File: config.mk
export PLATFORM = sky130hd
export DESIGN_NAME = note_player
export DESIGN_NICKNAME = d
export VERILOG_FILES = /design/src/rtl/note_player.sv
export SDC_FILE = /design/constraint.sdc
export NUM_CORES = 1
export LEC_CHECK = 0
export ABC_AREA = 1
export CORE_MARGIN = 10
export CORE_UTILIZATION = 49
export CTS_CLUSTER_SIZE = 16
export DETAILED_ROUTE_END_ITERATION = 10
export GPL_ROUTABILITY_DRIVEN = 0
export GPL_TIMING_DRIVEN = 0
export PLACE_DENSITY = 0.77
export SLEW_MARGIN = 20
export SYNTH_ARGS = -nofsm -noshare
export SYNTH_HDL_FRONTEND = slang
export SYNTH_SLANG_ARGS = --single-unit
export TNS_END_PERCENT = 10
File: constraint.sdc
create_clock -name clock -period 1.8 [get_ports clock]
set_clock_uncertainty 0.15 [all_clocks]
set_input_delay 0.18 -clock clock [delete_from_list [all_inputs] [get_ports clock]]
set_output_delay 0.18 -clock clock [all_outputs]
set_load 0.02 [all_outputs]
File: src/rtl/note_player.sv
// rtl/note_player.sv - sequenced playback reader for the recorded-performance RAM
module note_player #(
    parameter int DEPTH  = 30,
    parameter int ADDR_W = 5,
    parameter int KEY_W  = 4,
    parameter int DUR_W  = 26
) (
    input  logic              clock,
    input  logic              reset,
    input  logic              i_start,
    input  logic              i_stop,
    input  logic              i_pause,
    input  logic              i_loop_en,
    output logic [ADDR_W-1:0] o_rd_addr,
    input  logic [KEY_W-1:0]  i_rd_keys,
    input  logic [DUR_W-1:0]  i_rd_dur,
    output logic [KEY_W-1:0]  o_playback_keys,
    output logic              o_playing,
    output logic              o_done
);

    typedef enum logic [1:0] {
        ST_IDLE = 2'd0,
        ST_READ = 2'd1,
        ST_LOAD = 2'd2,
        ST_HOLD = 2'd3
    } state_t;

    localparam logic [ADDR_W-1:0] LAST_ADDR = ADDR_W'(DEPTH - 1);
    localparam logic [DUR_W-1:0]  DUR_ONE   = DUR_W'(1);

    state_t            r_state;
    logic [ADDR_W-1:0] r_rd_addr;
    logic [KEY_W-1:0]  r_keys;
    logic [DUR_W-1:0]  r_count;
    logic              r_done;

    state_t            w_next_state;
    logic [ADDR_W-1:0] w_next_addr;
    logic [KEY_W-1:0]  w_next_keys;
    logic [DUR_W-1:0]  w_next_count;
    logic              w_next_done;
    logic              w_seq_end;
    logic              w_terminator;
    logic              w_abort;

    // State and datapath registers; reset wins over every transition
    always_ff @(posedge clock) begin
        if (!reset) begin
            r_state   <= ST_IDLE;
            r_rd_addr <= '0;
            r_keys    <= '0;
            r_count   <= '0;
            r_done    <= 1'b0;
        end else begin
            r_state   <= w_next_state;
            r_rd_addr <= w_next_addr;
            r_keys    <= w_next_keys;
            r_count   <= w_next_count;
            r_done    <= w_next_done;
        end
    end

    // Next-state and next-datapath decode; stop is checked first in every active state
    always_comb begin
        w_next_state = r_state;
        w_next_addr  = r_rd_addr;
        w_next_keys  = r_keys;
        w_next_count = r_count;
        w_next_done  = 1'b0;
        w_seq_end    = 1'b0;
        w_terminator = 1'b0;
        w_abort      = 1'b0;

        case (r_state)
            ST_IDLE: begin
                if (i_start && !i_stop) begin
                    w_next_addr  = '0;
                    w_next_state = ST_READ;
                end
            end

            ST_READ: begin
                // Address held one cycle so the RAM can register it
                if (i_stop) begin
                    w_abort = 1'b1;
                end else begin
                    w_next_state = ST_LOAD;
                end
            end

            ST_LOAD: begin
                if (i_stop) begin
                    w_abort = 1'b1;
                end else if (i_rd_dur == '0) begin
                    w_terminator = 1'b1;
                    w_seq_end    = 1'b1;
                end else begin
                    w_next_keys  = i_rd_keys;
                    w_next_count = i_rd_dur;
                    w_next_state = ST_HOLD;
                end
            end

            ST_HOLD: begin
                if (i_stop) begin
                    w_abort = 1'b1;
                end else if (i_pause) begin
                    // Everything frozen while paused
                    w_next_state = ST_HOLD;
                end else if (r_count != DUR_ONE) begin
                    w_next_count = r_count - DUR_ONE;
                end else if (r_rd_addr != LAST_ADDR) begin
                    w_next_addr  = r_rd_addr + ADDR_W'(1);
                    w_next_state = ST_READ;
                end else begin
                    w_seq_end = 1'b1;
                end
            end

            default: begin
                w_next_state = ST_IDLE;
            end
        endcase

        // A terminator in cell 0 never loops, otherwise an empty recording would spin forever
        if (w_seq_end) begin
            if (i_loop_en && !(w_terminator && (r_rd_addr == '0))) begin
                w_next_addr  = '0;
                w_next_state = ST_READ;
            end else begin
                w_next_state = ST_IDLE;
                w_next_keys  = '0;
                w_next_done  = 1'b1;
            end
        end

        if (w_abort) begin
            w_next_state = ST_IDLE;
            w_next_keys  = '0;
            w_next_addr  = '0;
            w_next_done  = 1'b0;
        end
    end

    assign o_rd_addr       = r_rd_addr;
    assign o_playback_keys = r_keys;
    assign o_playing       = (r_state != ST_IDLE);
    assign o_done          = r_done;

endmodule

# [Word level (Yosys, flattened, before mapping)]
# Index checks and enable logic that the tools add are counted.
[totals] input_bits=36 register_bits=38
[op_classes] mux=41 n_eq_ne=17 n_bitwise=2 reduce_logical=15 add_sub_neg=2
[op_table] op="$mux 26" count=5
[op_table] op="$pmux 26 s2" count=1
[op_table] op="$mux 5" count=7
[op_table] op="$logic_not 26->1" count=1
[op_table] op="$ne 26x1->1 const B" count=1
[op_table] op="$sub 26x1->26 const B" count=1
[op_table] op="$mux 4" count=5
[op_table] op="$mux 2" count=9
[op_table] op="$ne 3x3->1 const B" count=5
[op_table] op="$mux 1" count=11
[op_table] op="$ne 2x2->1 const B" count=5
[op_table] op="$pmux 5 s2" count=1
[op_table] op="$ne 4x4->1 const B" count=2
[op_table] op="$pmux 2 s4" count=1
[op_table] op="$reduce_and 7->1" count=1
[op_table] op="$reduce_and 6->1" count=1
[op_table] op="$reduce_or 3->1" count=2
[op_table] op="$add 5x1->5 const B" count=1
[op_table] op="$logic_not 5->1" count=1
[op_table] op="$ne 5x5->1 const B" count=1
[op_table] op="$eq 2x2->1 const B" count=2
[op_table] op="$reduce_bool 2->1" count=2
[op_table] op="$logic_and 1x1->1" count=3
[op_table] op="$eq 2x1->1 const B" count=1
[op_table] op="other kinds (5)" count=7

# [Depth between registers and ports, before layout]
[depth] depth_word=9 depth_mapped=13 depth_no_buf=13

# [Least setup slack after synthesis]
# OpenSTA, ideal clock, no wires.
[synth_path] kind="reg-to-reg" start="reg r_rd_addr[1], in the netlist o_rd_addr[1]" end="reg r_rd_addr[2], in the netlist o_rd_addr[2]" arrival_ps=1507 path_stages_with_launch=11 setup_slack_ps=23 path_cell_list="dfxtp_1 inv_1 ha_1 a31oi_1 o21ai_0 nand2_1 inv_1 nand2_1 nand2_1 nand2_1 a21oi_1"
[synth_via] elab_chain_len=8 elab_cells_between_ends=18
[synth_lines] element="from (decl)" line="33" source="logic [ADDR_W-1:0] r_rd_addr;"
[synth_lines] element="from (signal assigned)" line="57" source="r_rd_addr <= w_next_addr;"
[synth_lines] element="$add 5x1->5 / $ne 5x5->1 (equally long branches)" line="114, 113"
[synth_lines] element="$mux 5" line="113" source="end else if (r_rd_addr != LAST_ADDR) begin"
[synth_lines] element="$mux 5" line="111" source="end else if (r_count != DUR_ONE) begin"
[synth_lines] element="$mux 5" line="108" source="end else if (i_pause) begin"
[synth_lines] element="$mux 5" line="106" source="if (i_stop) begin"
[synth_lines] element="$pmux 5 s2" line="75" source="case (r_state)"
[synth_lines] element="$mux 5" line="128" source="if (i_loop_en && !(w_terminator && (r_rd_addr == '0))) begin"
[synth_lines] element="$mux 5 *" line="127" source="if (w_seq_end) begin"
# Mark *: on every way between the ends. The rest lies on a longest branch, timed or not.
# A chain may end at the register's enable or synchronous reset.

# [Worst setup path after layout]
[layout_path] start="reg r_count[9]" end="reg r_count[14]"
[layout_via] elab_chain_len=5 elab_cells_between_ends=8
[layout_lines] element="from (decl)" line="35" source="logic [DUR_W-1:0] r_count;"
[layout_lines] element="from (signal assigned)" line="59" source="r_count <= w_next_count;"
[layout_lines] element="$sub 26x1->26" line="112" source="w_next_count = r_count - DUR_ONE;"
[layout_lines] element="$mux 26" line="111"
[layout_lines] element="$mux 26" line="108"
[layout_lines] element="$mux 26" line="106"
[layout_lines] element="$pmux 26 s2" line="75"
# Parallel ways exist; a longest one is shown, timed or not. The select of a mux whose other input is x is not followed.

==> impl_metrics.env <==
export IMPL_synth_fa_ha_area_frac=0.0418
export IMPL_overflow=0
export IMPL_required_ps=1880
export IMPL_rr_worst_depth=12
export IMPL_drive_gt1_frac=0.244
export IMPL_regToRegSetupSlack_ps=-100
export IMPL_mostFrequentLayoutCell="nand2_1"
export IMPL_grtUsageTotal=0.190
export IMPL_crit_chain="nor2_4 > nand2_4 > nor2_4 > nand2_4 > nor2_8 > nand2_4 > nand3_4 > inv_8 > buf_6 > nand2_1 > nand2_1 > a21oi_1"
export IMPL_syn_avg_cell_area_um2=6.05
export IMPL_finalSetupTns_ps=-1370
export IMPL_status="finished, violations left"
export IMPL_numPortBuffers=45
export IMPL_clk_latency_ps=300
export IMPL_crit_path_frequent_cell="nand2_4"
export IMPL_die_area_um2=9640
export IMPL_power_density_nw_per_um2=1380
export IMPL_ys_top_cells_by_area="dfxtp_1 25%, nand2_1 18%, nor2_1 9.5%, inv_1 6.1%, nand3_1 5.5%"
export IMPL_cts_htree_levels=2
export IMPL_core_um2=5920
export IMPL_worstPathArrival_ps=1990
export IMPL_worst_slew_pin_slew_ps=714
export IMPL_power_mw=5.68
export IMPL_yosys_area_share_simple=0.451
export IMPL_total_leakage_power_nw=1.85
export IMPL_clk_path_buf_depth=2
export IMPL_cts_hold_buf=0
export IMPL_row_count=28
export IMPL_reg2reg_from="r_count[9]"
export IMPL_maxSlewViolCount=0
export IMPL_hold_path_startpoint="reset"
export IMPL_cp_max_fo=7
export IMPL_yosysTopAreaCellShare=0.254
export IMPL_drc=0
export IMPL_firstDrtPassIters=5
export IMPL_fin_crit_ps=1900
export IMPL_synth_seq_cells=38
export IMPL_cts_tree="done"
export IMPL_start_util=0.506
export IMPL_fmax_mhz=525
export IMPL_antenna_found_initial=0
export IMPL_drt_initial_drc_count=422
export IMPL_slowest_stage="dfxtp_4"
export IMPL_fill_cells=492
export IMPL_fin_util=0.696
export IMPL_finalHoldViolCount=0
export IMPL_cts_made_buffers=5
export IMPL_final_antenna_net_count=0
export IMPL_whs_endpoint="r_count[10]"
export IMPL_grt_pass1_vias=3406
export IMPL_final_cell_mix="133 x nand2_1, 64 x nor2_1, 47 x inv_1, 38 x clkdlybuf4s50_1, 30 x nand3_1"
export IMPL_setup_viol=28
export IMPL_grt_pass1_wl_um=15500
export IMPL_avgRoutedWirePerCell_um=15.5
export IMPL_vdd_ir_drop_max_mv=0.828
export IMPL_grt_start_max_net_pins=14
export IMPL_crit_path_end_kind="register"
export IMPL_crit_type="register to register"
export IMPL_syn_area_um2=3000
export IMPL_syn_to_final_growth_pct=37.5
export IMPL_relSlewSlack=0.524
export IMPL_r2r_end="r_count[14]"
export IMPL_hold_class="input pin to register"
export IMPL_postLayoutSetupSlackWorst_ps=-104
export IMPL_die_w_um=98.2
export IMPL_dpl_hpwl_um=6770
export IMPL_synth_mux_area_frac=0
export IMPL_worst_path_largest_cell_delay_ps=370
export IMPL_netlist_instances=495
export IMPL_ys_warn_count=0
export IMPL_synth_top_family_by_area="simple AND/OR/NAND/NOR gates"
export IMPL_via_per_inst=5.55
export IMPL_final_period_utilization=1.06
export IMPL_violations="negative setup slack"
export IMPL_worst_hold_slack_ps=76.1
export IMPL_worstHoldPathCells=3
export IMPL_synth_compound_area_frac=0.146
export IMPL_grt_setup_unrepaired="true"
export IMPL_synth_seq_area_share=0.254
export IMPL_boundaryPins=47
export IMPL_via_count=3581
export IMPL_nNetsFinal=615
export IMPL_dieHeight_um=98.2
export IMPL_cts_sinks=38
export IMPL_insertedDiodeCount=0
export IMPL_clk_pin_slew_ps=90
export IMPL_yosysTopAreaCell="dfxtp_1"
export IMPL_maxCapViolations=0
export IMPL_start_kind="register"
export IMPL_clockRootBuffer="clkbuf_8"
export IMPL_synth_cell_type_count=37
export IMPL_cp_num_buf_inv=2
export IMPL_synthXorXnorAreaFrac=0.0117
export IMPL_synth_net_count=541
export IMPL_crit_family="simple AND/OR/NAND/NOR gates"
export IMPL_finalWirelength_um=10000
## worst max path at each step
stage                 startpoint            to  slack [ps]  cells past startpoint
finish                r_count[9]   r_count[14]        -100                     12
global route         r_count[21]   r_count[24]        -130                     13
CTS                   r_state[0]   r_count[14]        -120                      9
detailed placement  i_rd_dur[21]    r_count[8]        -640                     11
global placement    i_rd_dur[17]   r_count[25]        -610                     12
floorplan           o_rd_addr[1]  o_rd_addr[2]          20                     10
## tightest hold or removal path: stages
cell and delay (ps):
buf_2 190, o21ai_2 80, nor2_1 40
## synthesized netlist by cell type
library cell,count
nand2_1,144
nor2_1,76
inv_1,49
dfxtp_1,38
nand3_1,33
a21oi_1,28
o21ai_0,24
nand2_2,15
ha_1,10
nor3_1,10
a21oi_2,9
nand4_1,8
nor2_2,6
clkbuf_1,5
a31oi_1,4
nor2_4,3
o21ai_2,3
o21bai_1,3
xor2_1,3
buf_2,2
buf_6,2
clkinv_1,2
nand2_4,2
nand3b_1,2
o21ai_1,2
and3_1,1
buf_1,1
buf_12,1
buf_8,1
inv_4,1
nand3_4,1
nor2_8,1
o21a_1,1
o31ai_1,1
or2_1,1
or2_2,1
xnor2_1,1
## through the flow
stage / cell area [um^2] / cells / setup WS, ps
after floorplan: 3000 / 495 / 23.3
after global placement: 3540 / 615 / -610
after detailed placement: 3540 / 615 / -638
after CTS: 3850 / 634 / -118
after global routing: 4120 / 645 / -131
final: 4120 / 645 / -104
## layout make-up
cell class / instances / area, um^2 / area share
well taps: 75 / 93.8 / 0.0228
plain buffers: 10 / 73.8 / 0.0179
clock buffers: 5 / 68.8 / 0.0167
inverters: 52 / 205 / 0.0498
multi-input cells: 393 / 2150 / 0.523
clock inverters: 3 / 45.0 / 0.0109
flip-flops and latches: 38 / 783 / 0.190
repair buffers: 69 / 697 / 0.169
## routing by layer
metal / global-route usage / vias up / share of wire
met3: 0.0550 / 50 / 0.095
met2: 0.331 / 192 / 0.48
li1: - / 1739 / -
met4: 0.0970 / 0 / 0.050
met1: 0.204 / 1600 / 0.37
met5: 0 / - / 0
## logic make-up after synthesis
group	after synthesis
and+or+nand+nor	304
xor gates and xnor gates	4
AOI/OAI and AO/OA	75
buffers and inverters	64
DFF	38
adders and majority gates	10
## flip-flops by register name, indices dropped and copies added, names as in the netlist
| register | count |
|---|---|
| o_done | 1 |
| o_rd_addr | 5 |
| o_playback_keys | 4 |
| r_state | 2 |
| r_count | 26 |
## repair_timing
item / in CTS / in global routing
resized for setup: 34 / 69
setup endpoints to repair: 38 / 38
cloned: 1 / 1
pin swaps: 7 / 28
setup buffers: 10 / 12
## power breakdown
group	switching, mW	leakage [nW]	internal, mW	total [mW]
clock	0.363	0.0504	0.413	0.776
sequential	0.221	0.315	1.01	1.23
combinational	2.24	1.48	1.43	3.67
(Power assumes the default switching activity.)
==> patch 1: new RTL, config.mk and constraints unchanged <==
Change the parameter `ADDR_W` from 5 to 4.
--- a/src/rtl/note_player.sv
+++ b/src/rtl/note_player.sv
@@ -3,3 +3,3 @@
     parameter int DEPTH  = 30,
-    parameter int ADDR_W = 5,
+    parameter int ADDR_W = 4,
     parameter int KEY_W  = 4,
Ports: changed (resized o_rd_addr); port bits go from 47 to 46. The function was not compared with the original's and may differ.
==> patch 1 against the original RTL <==
- the run still ends with setup timing left
- critical path depth down 1
- area after synthesis decreased by 8.6%
- routed wire length fell by 12%
- setup slack better by 0.017 ns
- via count decreased by 13%
- core utilization decreased by 1.8 points
- die area decreased by 6.9%
- count of clock-buffer cells in the layout stayed put
- final area shrank 10%
- power is 29% lower
- sequential cell count down 1
- highest routed layer unchanged
==> patch 1: results (changes against the original RTL) <==
- Peak supply drop: 583 µV (was 828 µV)
- Reg2reg path depth: 11 (was 12)
- Inst Count DP: 566 (was 615)
- FF-to-FF Start: r_count[13] (was r_count[9])
- Hold Crit Start: i_rd_dur[10] (was reset)
- Finished Layout Cells: 583 (was 645)
- Sequential area share after synthesis: 27.1% (was 25.4%)
- GRT Total Usage: 19.0% (about the same)
- Post-synthesis mux area share: 1.46% (was 0%)
- Routed vias/inst: 5.37 (was 5.55)
- Worst r2r dst: r_count[15] (was r_count[14])
- Synth Net Count: 495 (was 541)
- Critical path's slowest cell: dfxtp_2 (was dfxtp_4)
- Cell variety after synth: 36 (was 37)
- Setup ws final: -0.0869 ns (was -0.104 ns)
- Post-synthesis adder-cell area fraction: 4.57% (was 4.18%)
- Status: finished, violations left (unchanged)
- Net count, final: 556 (was 615)
- Met1 track demand over resource: 22.8% (was 20.4%)
- Starting DRT DRC Count: 246 (was 422)
- Met2 Resource Use GR: 31.7% (was 33.1%)
- Vias in the first global route: 2971 (was 3406)
- Reg with most FFs: r_count (unchanged)
- Layout cells sized above 1: 19.6% (was 24.4%)
- Largest net degree at the start of global routing: 13 (was 14)
- Met3 wire length: 692 µm (was 952 µm)
- Worst-path fanout max: 5 (was 7)
- Area contributors post-synth: dfxtp_1 27%, nand2_1 15%, nor2_1 13% (was dfxtp_1 25%, nand2_1 18%, nor2_1 9.5%)
- Post-synth top cells: 108 x nand2_1, 92 x nor2_1, 39 x a21oi_1, 39 x inv_1, 37 x dfxtp_1 (was 144 x nand2_1, 76 x nor2_1, 49 x inv_1)
- Post-Synth XOR/XNOR Area: 3.84% (was 1.17%)
- Worst Path Arrival: 1.96 ns (was 1.99 ns)
- Worst slew pin tran: 0.538 ns (was 0.714 ns)
- First-pass GRT wire length: 13800 µm (was 15500 µm)
- Syn_area_per_cell: 6.10 µm² (was 6.05 µm²)
- Lkg Pwr: 1.68 nW (was 1.85 nW)
- Root Driver: clkbuf_8 (unchanged)
- Wire length on met1: 3670 µm (was 3720 µm)
- Post-synthesis compound-gate area fraction: 16.7% (was 14.6%)
- Failing checks: setup timing (unchanged)
- # setup viols final: 25 (was 28)
-- patch 1: worst register-to-register path: stages, from the launching register on --
cell and delay, ns:
dfxtp_2 0.36, nor2_4 0.17, nand3_1 0.11, nor2_2 0.15, inv_2 0.06, nor2_4 0.11
nand2_2 0.07, nand3_4 0.17, buf_6 0.15, clkbuf_16 0.14, nand2_1 0.04, a21oi_1 0.13
-- patch 1: per-stage QoR --
stage	setup TNS (ns)	instance area (µm²)	hold WS, ns	util, %	setup slack [ns]
2_1_floorplan	0	2740	0.174	-	0.0136
3_3_place_gp	-11.13	3280	0.324	59.9	-0.375
3_5_place_dp	-11.88	3280	0.334	59.9	-0.398
4_1_cts	-1.25	3460	0.338	63.3	-0.111
5_1_grt	-4.82	3710	0.111	67.8	-0.186
6_report	-1.01	3710	0.0815	67.8	-0.0869
-- patch 1: worst max-delay path by stage --
stage               slack, ns          from     endpoint
floorplan                0.01    r_state[0]   r_count[3]
finish                  -0.09   r_count[13]  r_count[15]
detailed placement      -0.40  i_rd_dur[10]  r_count[11]
global placement        -0.37  i_rd_dur[10]   r_count[8]
global route            -0.19   r_count[15]   r_count[5]
CTS                     -0.11    r_count[1]  r_count[23]
-- patch 1: layout make-up --
class                   instances  area (µm²)
plain buffers                  13         111
clock buffers                   5        68.8
clock inverters                 3        17.5
fillers                       516        1760
inverters                      43         165
multi-input cells             356        1930
flip-flops and latches         37         761
well taps                      72        90.1
repair buffers                 54         567
-- patch 1: power by group --
part / switching, mW / total, mW / internal [mW]
sequential: 0.135 / 1.06 / 0.923
combinational: 1.45 / 2.39 / 0.943
clock: 0.336 / 0.603 / 0.268
total: 1.92 / 4.05 / 2.13
-- patch 1: repair_timing --
action,in CTS,in global routing
setup buffers,2,5
pin swaps,2,16
gates resized for setup,19,71
setup endpoints to repair,38,39
gates cloned,1,1
==> patch 2: new RTL, same flow settings <==
Made on the original files. Register the input `i_rd_keys` before use. The logic sees it one clock later. The other inputs are not delayed to match.
--- a/src/rtl/note_player.sv
+++ b/src/rtl/note_player.sv
@@ -30,2 +30,8 @@
     localparam logic [DUR_W-1:0]  DUR_ONE   = DUR_W'(1);
+
+    logic [KEY_W-1:0] i_rd_keys_q;
+
+    always_ff @(posedge clock) begin
+        i_rd_keys_q <= i_rd_keys;
+    end
 
@@ -98,3 +104,3 @@
                 end else begin
-                    w_next_keys  = i_rd_keys;
+                    w_next_keys  = i_rd_keys_q;
                     w_next_count = i_rd_dur;
Check against the original RTL: not equivalent (a bounded check fails within 4 cycles, from zero or initial values and one cycle with reset low).
==> patch 2 against the original RTL <==
- the run still ends with setup timing left
- sequential power rose by 6%
- power fell by 2.8%
- count of clock-buffer cells in the layout did not move
- synthesized cell count rose by 5.1%
- area after synthesis rose by 0.92%
- non-clock buffer count rose by 1
- sequential cell count rose by 4
- setup slack improved by 0.012 ns
- hold slack improved by 0.082 ns
- routed wire length rose by 0.27%
- final area rose by 2.4%
==> patch 2: results (changes against the original RTL) <==
- # setup viols final: 25 (was 28)
- Post-synthesis mux area share: 1.32% (was 0%)
- Setup ws final: -0.0925 ns (was -0.104 ns)
- Status: finished, violations left (unchanged)
- Cell variety after synth: 30 (was 37)
- Layout cells sized above 1: 23.2% (was 24.4%)
- WHS: 0.158 ns (was 0.0761 ns)
- Worst r2r dst: r_count[22] (was r_count[14])
- Worst-path fanout max: 6 (was 7)
- Met2 WL: 5020 µm (was 4840 µm)
- Peak supply drop: 871 µV (was 828 µV)
- Worst slew pin tran: 0.613 ns (was 0.714 ns)
- DP HPWL: 6870 µm (was 6770 µm)
- Post-synthesis compound-gate area fraction: 10.9% (was 14.6%)
- Net count, final: 640 (was 615)
- Met3 Use GR: 4.19% (was 5.50%)
- Vias in the first global route: 3352 (was 3406)
- WHS Endpoint: i_rd_keys_q[1] (was r_count[10])
- Worst Path Arrival: 1.96 ns (was 1.99 ns)
- Hold path depth: 1 (was 3)
- WL final: 10000 µm (about the same)
- Largest net degree at the start of global routing: 16 (was 14)
- Met3 wire length: 807 µm (was 952 µm)
- Area contributors post-synth: dfxtp_1 28%, nand2_1 18%, nor2_1 16% (was dfxtp_1 25%, nand2_1 18%, nor2_1 9.5%)
- Met1 track demand over resource: 20.9% (was 20.4%)
- Failing checks: setup timing (unchanged)
- Synth Net Count: 566 (was 541)
- First-pass GRT wire length: 15400 µm (was 15500 µm)
- Number of port buffers: 46 (was 45)
- Starting DRT DRC Count: 298 (was 422)
patch 2: cell types whose count changed after synthesis, sizes merged, moves of 6 or more:
cell	change
a21oi	-19
inv	-6
nand2	-18
nand3	+8
nor2	+47
nor3	-8
o21ai	+10
patch 2: repair_timing:
item / in CTS / in global routing
resized for setup: 67 / 69
gates cloned: 1 / 1
buffers inserted: 15 / 4
endpoints found under the setup margin: 38 / 40
hold endpoints to repair: 0 / 0
pin swaps: 13 / 24
patch 2: area by class of cell:
class                   count  area (µm²)
multi-input cells         421        2210
inverters                  44         170
clock inverters             3        48.8
flip-flops and latches     42         881
repair buffers             67         634
well taps                  75        93.8
clock buffers               5        68.8
plain buffers              13         106
fillers                   513        1740
patch 2: critical path, delay by kind of cell, from the launching register on:
kind / cells / cell delay, ns
AOI/OAI and AO/OA: 1 / 0.12
and+or+nand+nor: 9 / 0.86
DFF: 1 / 0.37
buffers and inverters: 2 / 0.30
patch 2: power groups by stage:
| stage | clock network, mW | logic [mW] | registers [mW] |
|---|---|---|---|
| 4_1_cts | 0.811 | 3.03 | 1.26 |
| 5_1_grt | 0.842 | 3.77 | 1.32 |
| 2_1_floorplan | 0 | 2.11 | 1.23 |
| 3_3_place_gp | 0 | 2.72 | 1.24 |
| 6_report | 0.800 | 3.42 | 1.30 |
| 3_5_place_dp | 0 | 2.79 | 1.25 |
patch 2: stage by stage:
step	instances	setup slack (ns)	setup TNS [ns]	total power, mW
finish	670	-0.0925	-1.06	5.52
global route	670	-0.195	-4.85	5.93
CTS	665	-0.0779	-1.03	5.11
detailed placement	641	-0.669	-19.84	4.04
global placement	641	-0.625	-18.61	3.96
floorplan	520	0.000231	0	3.33
